--- config.mk ---
export PLATFORM = sky130hd
export DESIGN_NAME = serial_subtractor
export DESIGN_NICKNAME = d
export VERILOG_FILES = /design/src/rtl/serial_sub_pkg.sv /design/src/rtl/full_subtractor.sv /design/src/rtl/serial_subtractor.sv
export SDC_FILE = /design/constraint.sdc
export NUM_CORES = 1
export LEC_CHECK = 0
export ABC_CLOCK_PERIOD_IN_PS = 2250
export CAP_MARGIN = 10
export CORE_UTILIZATION = 45
export CTS_BUF_LIST = sky130_fd_sc_hd__clkbuf_8
export DETAILED_ROUTE_END_ITERATION = 7
export GPL_TIMING_DRIVEN = 0
export PLACE_DENSITY = 0.81
export REMOVE_ABC_BUFFERS = 1
export SKIP_CTS_REPAIR_TIMING = 1
export SYNTH_ARGS = -nofsm -noshare
export SYNTH_HDL_FRONTEND = slang
export SYNTH_SLANG_ARGS = --single-unit
--- constraint.sdc ---
create_clock -name clk -period 2.25 [get_ports clk]
set_clock_uncertainty 0.15 [all_clocks]
set_input_delay 0.45 -clock clk [delete_from_list [all_inputs] [get_ports clk]]
set_output_delay 0.45 -clock clk [all_outputs]
set_load 0.1 [all_outputs]
--- src/rtl/serial_sub_pkg.sv ---
// ---------------------------------------------------------------------------
// serial_sub_pkg
// Shared definitions for the bit-serial subtractor.
// Contents:
//   IDLE / BUSY / DONE : FSM state encodings. They are kept here so that
//                        anything observing the state register agrees on
//                        the same values.
// ---------------------------------------------------------------------------
package serial_sub_pkg;

    localparam logic [1:0] IDLE = 2'd0;
    localparam logic [1:0] BUSY = 2'd1;
    localparam logic [1:0] DONE = 2'd2;

endpackage

--- src/rtl/full_subtractor.sv ---
// ---------------------------------------------------------------------------
// full_subtractor
// One-bit combinational full subtractor. It computes a - b - bin for a
// single bit position.
// Ports:
//   a      : in  minuend bit
//   b      : in  subtrahend bit
//   bin    : in  borrow from the previous (less significant) bit
//   diff   : out difference bit
//   borrow : out borrow into the next (more significant) bit
// ---------------------------------------------------------------------------
module full_subtractor (
    input  logic a,
    input  logic b,
    input  logic bin,
    output logic diff,
    output logic borrow
);

    assign diff   = a ^ b ^ bin;
    // A borrow is needed when b exceeds a outright, or when the bits are
    // equal and a borrow is already coming in.
    assign borrow = (~a & b) | (~(a ^ b) & bin);

endmodule

--- src/rtl/serial_subtractor.sv ---
// ---------------------------------------------------------------------------
// serial_subtractor
// Bit-serial subtractor. It computes a - b - bin one bit per clock, LSB
// first, using a single full_subtractor cell.
// Ports:
//   clk      : in  clock; all state updates on the rising edge
//   rst      : in  asynchronous active-high reset
//   start    : in  request to subtract; sampled only while idle
//   a, b     : in  WIDTH-bit minuend and subtrahend
//   bin      : in  borrow-in
//   diff     : out WIDTH-bit result a - b - bin (mod 2^WIDTH)
//   borrow   : out unsigned borrow-out
//   overflow : out two's-complement signed overflow
//   busy     : out high while an operation is in flight or completing
//   done     : out one-cycle pulse when diff/borrow/overflow are valid
// ---------------------------------------------------------------------------
module serial_subtractor #(
    parameter int WIDTH = 8
) (
    input  logic             clk,
    input  logic             rst,
    input  logic             start,
    input  logic [WIDTH-1:0] a,
    input  logic [WIDTH-1:0] b,
    input  logic             bin,
    output logic [WIDTH-1:0] diff,
    output logic             borrow,
    output logic             overflow,
    output logic             busy,
    output logic             done
);

    import serial_sub_pkg::*;

    localparam int CW = $clog2(WIDTH);
    localparam logic [CW-1:0] LAST_BIT = CW'(WIDTH - 1);

    logic [1:0]       state_q,    state_d;
    logic [CW-1:0]    cnt_q,      cnt_d;
    logic [WIDTH-1:0] a_q,        a_d;
    logic [WIDTH-1:0] b_q,        b_d;
    logic             br_q,       br_d;
    logic [WIDTH-1:0] diff_q,     diff_d;
    logic             borrow_q,   borrow_d;
    logic             overflow_q, overflow_d;

    logic bit_diff;
    logic bit_borrow;

    // The operand registers shift right every BUSY cycle, so bit 0 is
    // always the bit currently being processed.
    full_subtractor u_fs (
        .a      (a_q[0]),
        .b      (b_q[0]),
        .bin    (br_q),
        .diff   (bit_diff),
        .borrow (bit_borrow)
    );

    always_comb begin
        state_d    = state_q;
        cnt_d      = cnt_q;
        a_d        = a_q;
        b_d        = b_q;
        br_d       = br_q;
        diff_d     = diff_q;
        borrow_d   = borrow_q;
        overflow_d = overflow_q;

        case (state_q)
            IDLE: begin
                if (start) begin
                    a_d     = a;
                    b_d     = b;
                    br_d    = bin;
                    cnt_d   = '0;
                    state_d = BUSY;
                end
            end
            BUSY: begin
                // After WIDTH shifts in from the top, the first bit
                // produced ends up in diff[0].
                diff_d = {bit_diff, diff_q[WIDTH-1:1]};
                a_d    = a_q >> 1;
                b_d    = b_q >> 1;
                br_d   = bit_borrow;
                if (cnt_q == LAST_BIT) begin
                    // On the last bit, bit 0 of the shifted operands holds
                    // the original sign bits, and bit_diff is the result's
                    // sign bit.
                    borrow_d   = bit_borrow;
                    overflow_d = (a_q[0] ^ b_q[0]) & (a_q[0] ^ bit_diff);
                    state_d    = DONE;
                end else begin
                    cnt_d = cnt_q + 1'b1;
                end
            end
            DONE: begin
                state_d = IDLE;
            end
            default: begin
                state_d = IDLE;
            end
        endcase
    end

    // All state clears immediately on reset, which abandons any operation
    // in flight.
    always_ff @(posedge clk or posedge rst) begin
        if (rst) begin
            state_q    <= IDLE;
            cnt_q      <= '0;
            a_q        <= '0;
            b_q        <= '0;
            br_q       <= 1'b0;
            diff_q     <= '0;
            borrow_q   <= 1'b0;
            overflow_q <= 1'b0;
        end else begin
            state_q    <= state_d;
            cnt_q      <= cnt_d;
            a_q        <= a_d;
            b_q        <= b_d;
            br_q       <= br_d;
            diff_q     <= diff_d;
            borrow_q   <= borrow_d;
            overflow_q <= overflow_d;
        end
    end

    assign diff     = diff_q;
    assign borrow   = borrow_q;
    assign overflow = overflow_q;
    assign busy     = (state_q != IDLE);
    assign done     = (state_q == DONE);

endmodule

==> out/results.txt <==
status -> complete, no violations
Die Width -> 59.3 um
synthesized area per cell -> 10.8 um2
Worst Path Required -> 1.65 ns
P_sw -> 1.58 mW
root buf cell -> clkbuf_8
final-stage net count -> 194
clock sinks -> 32
adder-cell share of the synthesized area -> 3.90%
Final Non-Filler Cells -> 215
Post-route DRC -> 0
largest net degree at the start of global routing -> 33
antenna viol nets, final -> 0
final setup violation count -> 0
combinational power share -> 52.2%
placed insts -> 201
# IOs -> 32
Fmax -> 0.458 GHz
Syn Inst Count -> 136
crit path launch -> state_q[1]$_DFFE_PP0P_
crit end category -> primary output
Port Buffers -> 31
# rows -> 20
max-slew violations -> 0
GRT Residual Overflow -> 0
Synth Cell Area -> 1480 um2
multiplexer share of the synthesized area -> 6.87%
die area -> 3510 um2
met1 GRT Util -> 22.9%
DP Wirelength -> 1940 um
complex-gate fraction of the synthesized area -> 23.7%
Seq pwr share -> 32.0%
worst slew pin tran -> 0.966 ns
Starting Density -> 47.9%
DRT Pass-1 Iters -> 4
TritonCTS Buffers -> 5
Critical Path Start Type -> flop
sw frac -> 47.4%
routed vias -> 1,191
Hold Crit Class -> reg -> reg
Yosys cell types -> 25
initial antenna violation count -> 0
commonest cells after routing, fill and taps aside -> dfrtp_1 (32), o22ai_1 (30), clkdlybuf4s50_1 (19), a21oi_1 (17), o21ai_0 (11)
Pint -> 1.75 mW
H-tree depth -> 2
Final min period -> 2.18 ns
Reg clk slew, reported paths -> 0.06 ns
synth warn -> 0
# Max-Cap Violations -> 0
CTS tree -> done
clock tree buffer depth -> 2
largest family of logic cells by synthesized area -> compound AO/OA/AOI/OAI gates
core region area -> 3080 um2
HP Start -> overflow$_DFFE_PP0P_
fraction of layout cells with a size suffix above 1 -> 15.2%
GRT Max-Usage Layer -> met2
CP arrival -> 1.58 ns
Critical Path Fanout Max -> 13
Clock Latency Late Sink -> 0.28 ns
final worst path period share -> 97.1%
met2 Track Usage GR -> 29.4%
Synth Register Bits -> 32
Slew HR -> 35.5%
WHS -> 0.349 ns
Final Hold Vio Count -> 0
Chip Height -> 59.3 um
most common cell after layout, fill and taps aside -> dfrtp_1
worst vdd ir -> 0.000840 V
vias in the first global route -> 1,043
post-synthesis sequential area ratio -> 54.3%
global-route wire length before repair -> 4710 um
Area Overhead vs Synth -> 33.9%
unrepaired setup endpoints after global routing -> false
leak pwr -> 0.911 nW
grt met3 use -> 6.77%
WS Path Type -> reg -> out
initial DRC count -> 38
GP Congestion -> 0.755
ANT cells -> 0
Synth Area in XOR/XNOR -> 0.594%
DR vias/cell -> 5.54
Tot GR Track Use -> 18.4%
Clk network pwr share -> 15.8%
reg2reg start -> state_q[1]$_DFFE_PP0P_
Synth Area in Simple Gates -> 5.09%
final wirelength -> 3050 um
PD cells -> 1690 nW/um2
routed length per instance -> 14.2 um
-- critical path, stage by stage, from the launching register on --
cell        delay, ns
dfrtp_1          0.60
clkinvlp_4       0.23
nor2_1           0.13
clkbuf_4         0.34
-- registers in the layout, summed over array words and instances (netlist names) --
register  cells
br_q          1
diff          8
overflow      1
state_q       2
cnt_q         3
b_q           8
a_q           8
borrow        1
-- power groups by stage --
stage / Sequential, mW / Clock [mW] / Combinational, mW
finish: 1.06 / 0.528 / 1.74
global route: 1.10 / 0.564 / 1.86
CTS: 1.06 / 0.545 / 1.71
detailed placement: 1.07 / 0 / 1.71
global placement: 1.05 / 0 / 1.65
floorplan: 1.65 / 0 / 0.712
-- Yosys cell counts, drive strengths merged --
cell    count  area, um2
dfrtp      32        801
o22ai      30        188
a21oi      17       85.1
o21ai      11       55.1
mux2        8        101
buf         7       51.3
nand2       6       22.5
inv         4       15.0
clkbuf      3       11.3
ha          3       37.5
nor2        3       11.3
a22oi       2       15.0
nand2b      2       15.0
clkinv      1       3.75
fa          1       20.0
nand3b      1       7.51
nor2b       1       6.26
nor3        1       5.00
o31ai       1       7.51
or2b        1       7.51
xor2        1       8.76
-- path summary, 6_finish.rpt --
kind,slack [ns],cells past startpoint,endpoint
setup / recovery,0.07,3,done
min in group asynchronous,0.38,2,b_q[2]$_DFFE_PP0P_
setup reg to reg,0.15,2,diff[2]$_DFFE_PP0P_
hold reg to reg,0.35,2,overflow$_DFFE_PP0P_
hold / removal,0.35,2,overflow$_DFFE_PP0P_
max in group asynchronous,1.08,3,state_q[1]$_DFFE_PP0P_
-- layout make-up --
cell class	count	area [um2]
clock buffer	5	68.8
fill	265	1100
timing repair buffer	36	388
multi-input combinational	89	593
sequential	32	801
timing repair inverter	1	5.00
clock inverter	3	38.8
tap	44	55.1
inverter	5	26.3
-- kinds of logic after synthesis --
kind of cell	after synthesis
compound gates	61
xor+xnor	1
fa+ha+maj	4
buf+inv	15
flops	32
mux	8
simple gates	15
-- through the flow --
| stage | area [um2] | power [mW] | worst slack [ns] | setup TNS, ns | util, % |
|---|---|---|---|---|---|
| 3_3_place_gp | 1780 | 2.70 | -0.707 | -1.85 | 57.8 |
| 3_5_place_dp | 1780 | 2.77 | -0.705 | -1.58 | 57.8 |
| 5_1_grt | 1980 | 3.52 | 0.0118 | 0 | 64.2 |
| 6_report | 1980 | 3.33 | 0.0657 | 0 | 64.2 |
| 2_1_floorplan | 1410 | 2.36 | -0.489 | -0.489 | - |
| 4_1_cts | 1890 | 3.31 | -1.04 | -3.44 | 61.3 |
-- layer usage --
layer / vias up / share of wire (%)
li1: 575 / -
met1: 567 / 42
met2: 42 / 50
met3: 7 / 6.6
met4: 0 / 1.6
met5: - / 0
(Power assumes the default switching activity.)
==> RTL change (config.mk and constraints unchanged) <==
Set the parameter `WIDTH` to 16 (it was 8).
--- a/src/rtl/serial_subtractor.sv
+++ b/src/rtl/serial_subtractor.sv
@@ -15,7 +15,7 @@
 //   done     : out one-cycle pulse when diff/borrow/overflow are valid
 // ---------------------------------------------------------------------------
 module serial_subtractor #(
-    parameter int WIDTH = 8
+    parameter int WIDTH = 16
 ) (
     input  logic             clk,
     input  logic             rst,
Ports: changed (resized a, b and diff); port bits go from 32 to 56. No check against the original RTL was run, so the function may have changed too.
==> RTL change against the original RTL <==
  * Non-clock buffer count is 22 higher
  * Hold slack got worse by 0.017 ns
  * Highest routed layer unchanged
  * Design area increased by 69%
  * Wire length rose by 40%
  * Register-to-register slack worse by 0.02 ns
  * Die area up 68%
  * Largest cell class unchanged
  * Synthesized cell count grew 55%
  * Sequential cell count up 25
  * Synthesized area is 71% higher
  * Fmax is 3.1% higher
  * Setup slack improved by 0.065 ns
  * Core utilization decreased by 0.33 points
Power is not shown: default switching activity piles up to over one toggle a cycle in this logic, so the estimate is an artifact.
==> RTL change: results (changes against the original RTL) <==
Critical path:
- The destination of the critical timing path is overflow.
- The depth of the most critical reg-to-reg path came to 4 (+2).
- The endpoint identified for the worst register-to-register timing path is overflow.
- The kind of cell with the highest combined delay along the critical path is simple AND/OR/NAND/NOR gates.
- The flop-to-flop setup slack is 0.13 ns (-0.02 ns).
- The worst stage delay on the critical path is 0.58 ns (-0.02 ns).
- The kind of start point of the critical path is a flop.
- In this run the critical register-to-register path is launched from state_q[1].
- The arrival time of the worst setup path is 2.17 ns (+0.59 ns).
- For this design, the slowest cell found on the critical path is sky130_fd_sc_hd__and2b_4.
- The top fanout value on the critical path is 32 (+19).

Clocking:
- The cell sitting at the root of the clock tree is a sky130_fd_sc_hd__clkbuf_8.
- The number of H-tree levels is 3 (+1).
- The TritonCTS buffer count is 9 (+4).
- The number of buffers on the longest clock path is 2 (unchanged).
- The source-to-sink clock delay at the later pin of the worst-skew pair came to 0.32 ns (+0.04 ns).
- The clock-pin transition on the worst setup and hold timing paths was 0.06 ns (about the same).

Synth:
- The count of unique library cells instantiated by Yosys came to 29 (+16%).
- The xor/xnor cell area share of the yosys netlist came to 0.347% (-0.25 points).
- The number of warnings reported in the yosys synthesis log is 0 (unchanged).
- The async set-reset flop share out of synthesis is 100% (unchanged).
- The proportion of synthesized chip area in sequential cells is 56.5% (+2.2 points).
- The area share of fa/ha/maj cells after synthesis is 1.78% (-2.1 points).
- The complex-gate fraction of the synthesized area is 9.22% (-15 points).
- The commonest cells after synthesis are 57 x sky130_fd_sc_hd__dfrtp_1, 31 x sky130_fd_sc_hd__mux2i_1, 31 x sky130_fd_sc_hd__nand2_1.
- Sorting the synthesized cells by area gives the leading types as sky130_fd_sc_hd__dfrtp_1 57%, sky130_fd_sc_hd__mux2i_1 12%, sky130_fd_sc_hd__mux2_2 6.7%, sky130_fd_sc_hd__o21ai_1 5.0%, sky130_fd_sc_hd__nand2_1 4.6%.
- The mux cell area share after synthesis is 20.2% (+13 points).

Routing:
- The overall routed net length is 4270 µm (+40%).
- The count of TritonRoute iterations in the first routing pass is 4 (unchanged).
- The initial DRC count is 92 (+140%).
- The vias per cell is 5.04 (-9.0%).

Final layout:
- The diode insertion count for antenna repair is 0 (unchanged).
- The number of nets at the end of the flow is 306 (+58%).
- The filler cell count in the final layout is 428 (+62%).
- The fraction of layout cells with a size suffix above 1 is 14.1% (-1.1 points).

Global routing:
- The overall global routing resource usage is 15.7% (-2.7 points).
- The wire length of the first global-routing pass is 7130 µm (+51%).
- The maximum number of pins on one net before global-route repair is 43 (+30%).
- The number of global-route vias before repair is 1646 (+58%).

Run status:
- The run finished with clean final reports.

Worst hold path:
- The worst hold path class is flop to flop.

Timing:
- The max-slew headroom at the worst pin came to 35.8% (+0.26 points).

Place:
- The global placement routability congestion was 0.725 (-3.9%).
- The number of input and output port buffers inserted is 55 (+77%).
- The placed wire-length estimate was 2930 µm (+51%).
[RTL change: stage by stage]
stage	setup slack, ns	instances	cell area (µm²)
floorplan	-1.04	198	2430
global placement	-2.38	323	3070
detailed placement	-0.0659	326	3140
CTS	-0.426	339	3310
global route	0.0682	339	3340
finish	0.131	339	3340
[RTL change: cells by family after synthesis]
group                    count (synthesis)
AO/OA/AOI/OAI                           41
XOR/XNOR                                 1
adder cells (fa/ha/maj)                  3
buffers and inverters                   18
flip-flops                              57
multiplexers                            48
AND/OR/NAND/NOR                         43
[RTL change: cell type report]
type / instances / area (µm²) / area share, %
Tap cell: 70 / 87.6 / 2.62
Sequential cell: 57 / 1430 / 42.6
Clock buffer: 12 / 165 / 4.94
Inverter: 5 / 18.8 / 0.561
Multi-Input combinational cell: 136 / 997 / 29.8
Timing Repair Buffer: 58 / 646 / 19.3
Clock inverter: 1 / 3.75 / 0.112
[RTL change: how the worst min path moves through the flow]
stage | start | endpoint | slack [ns] | cells after the start
after floorplan | a_q[4] | a_q[4] | 0.30 | 2
after global placement | a_q[5] | a_q[5] | 0.31 | 2
after detailed placement | a_q[6] | a_q[6] | 0.32 | 2
after CTS | a_q[8] | a_q[8] | 0.33 | 2
after global routing | a_q[15] | a_q[15] | 0.35 | 1
final | a_q[8] | a_q[8] | 0.33 | 2
[RTL change: worst min-delay path: stages, from the launching register on]
cell	delay, ns
sky130_fd_sc_hd__dfrtp_1	0.34
sky130_fd_sc_hd__nand2_1	0.05
sky130_fd_sc_hd__o21ai_0	0.06
[RTL change: layer usage]
metal | global-route usage [%] | part of all wire [%] | vias up
li1 | - | - | 846
met1 | 19.7 | 47 | 808
met2 | 24.3 | 47 | 48
met3 | 3.81 | 4.4 | 7
met4 | 9.81 | 1.5 | 0
met5 | 0 | 0 | -
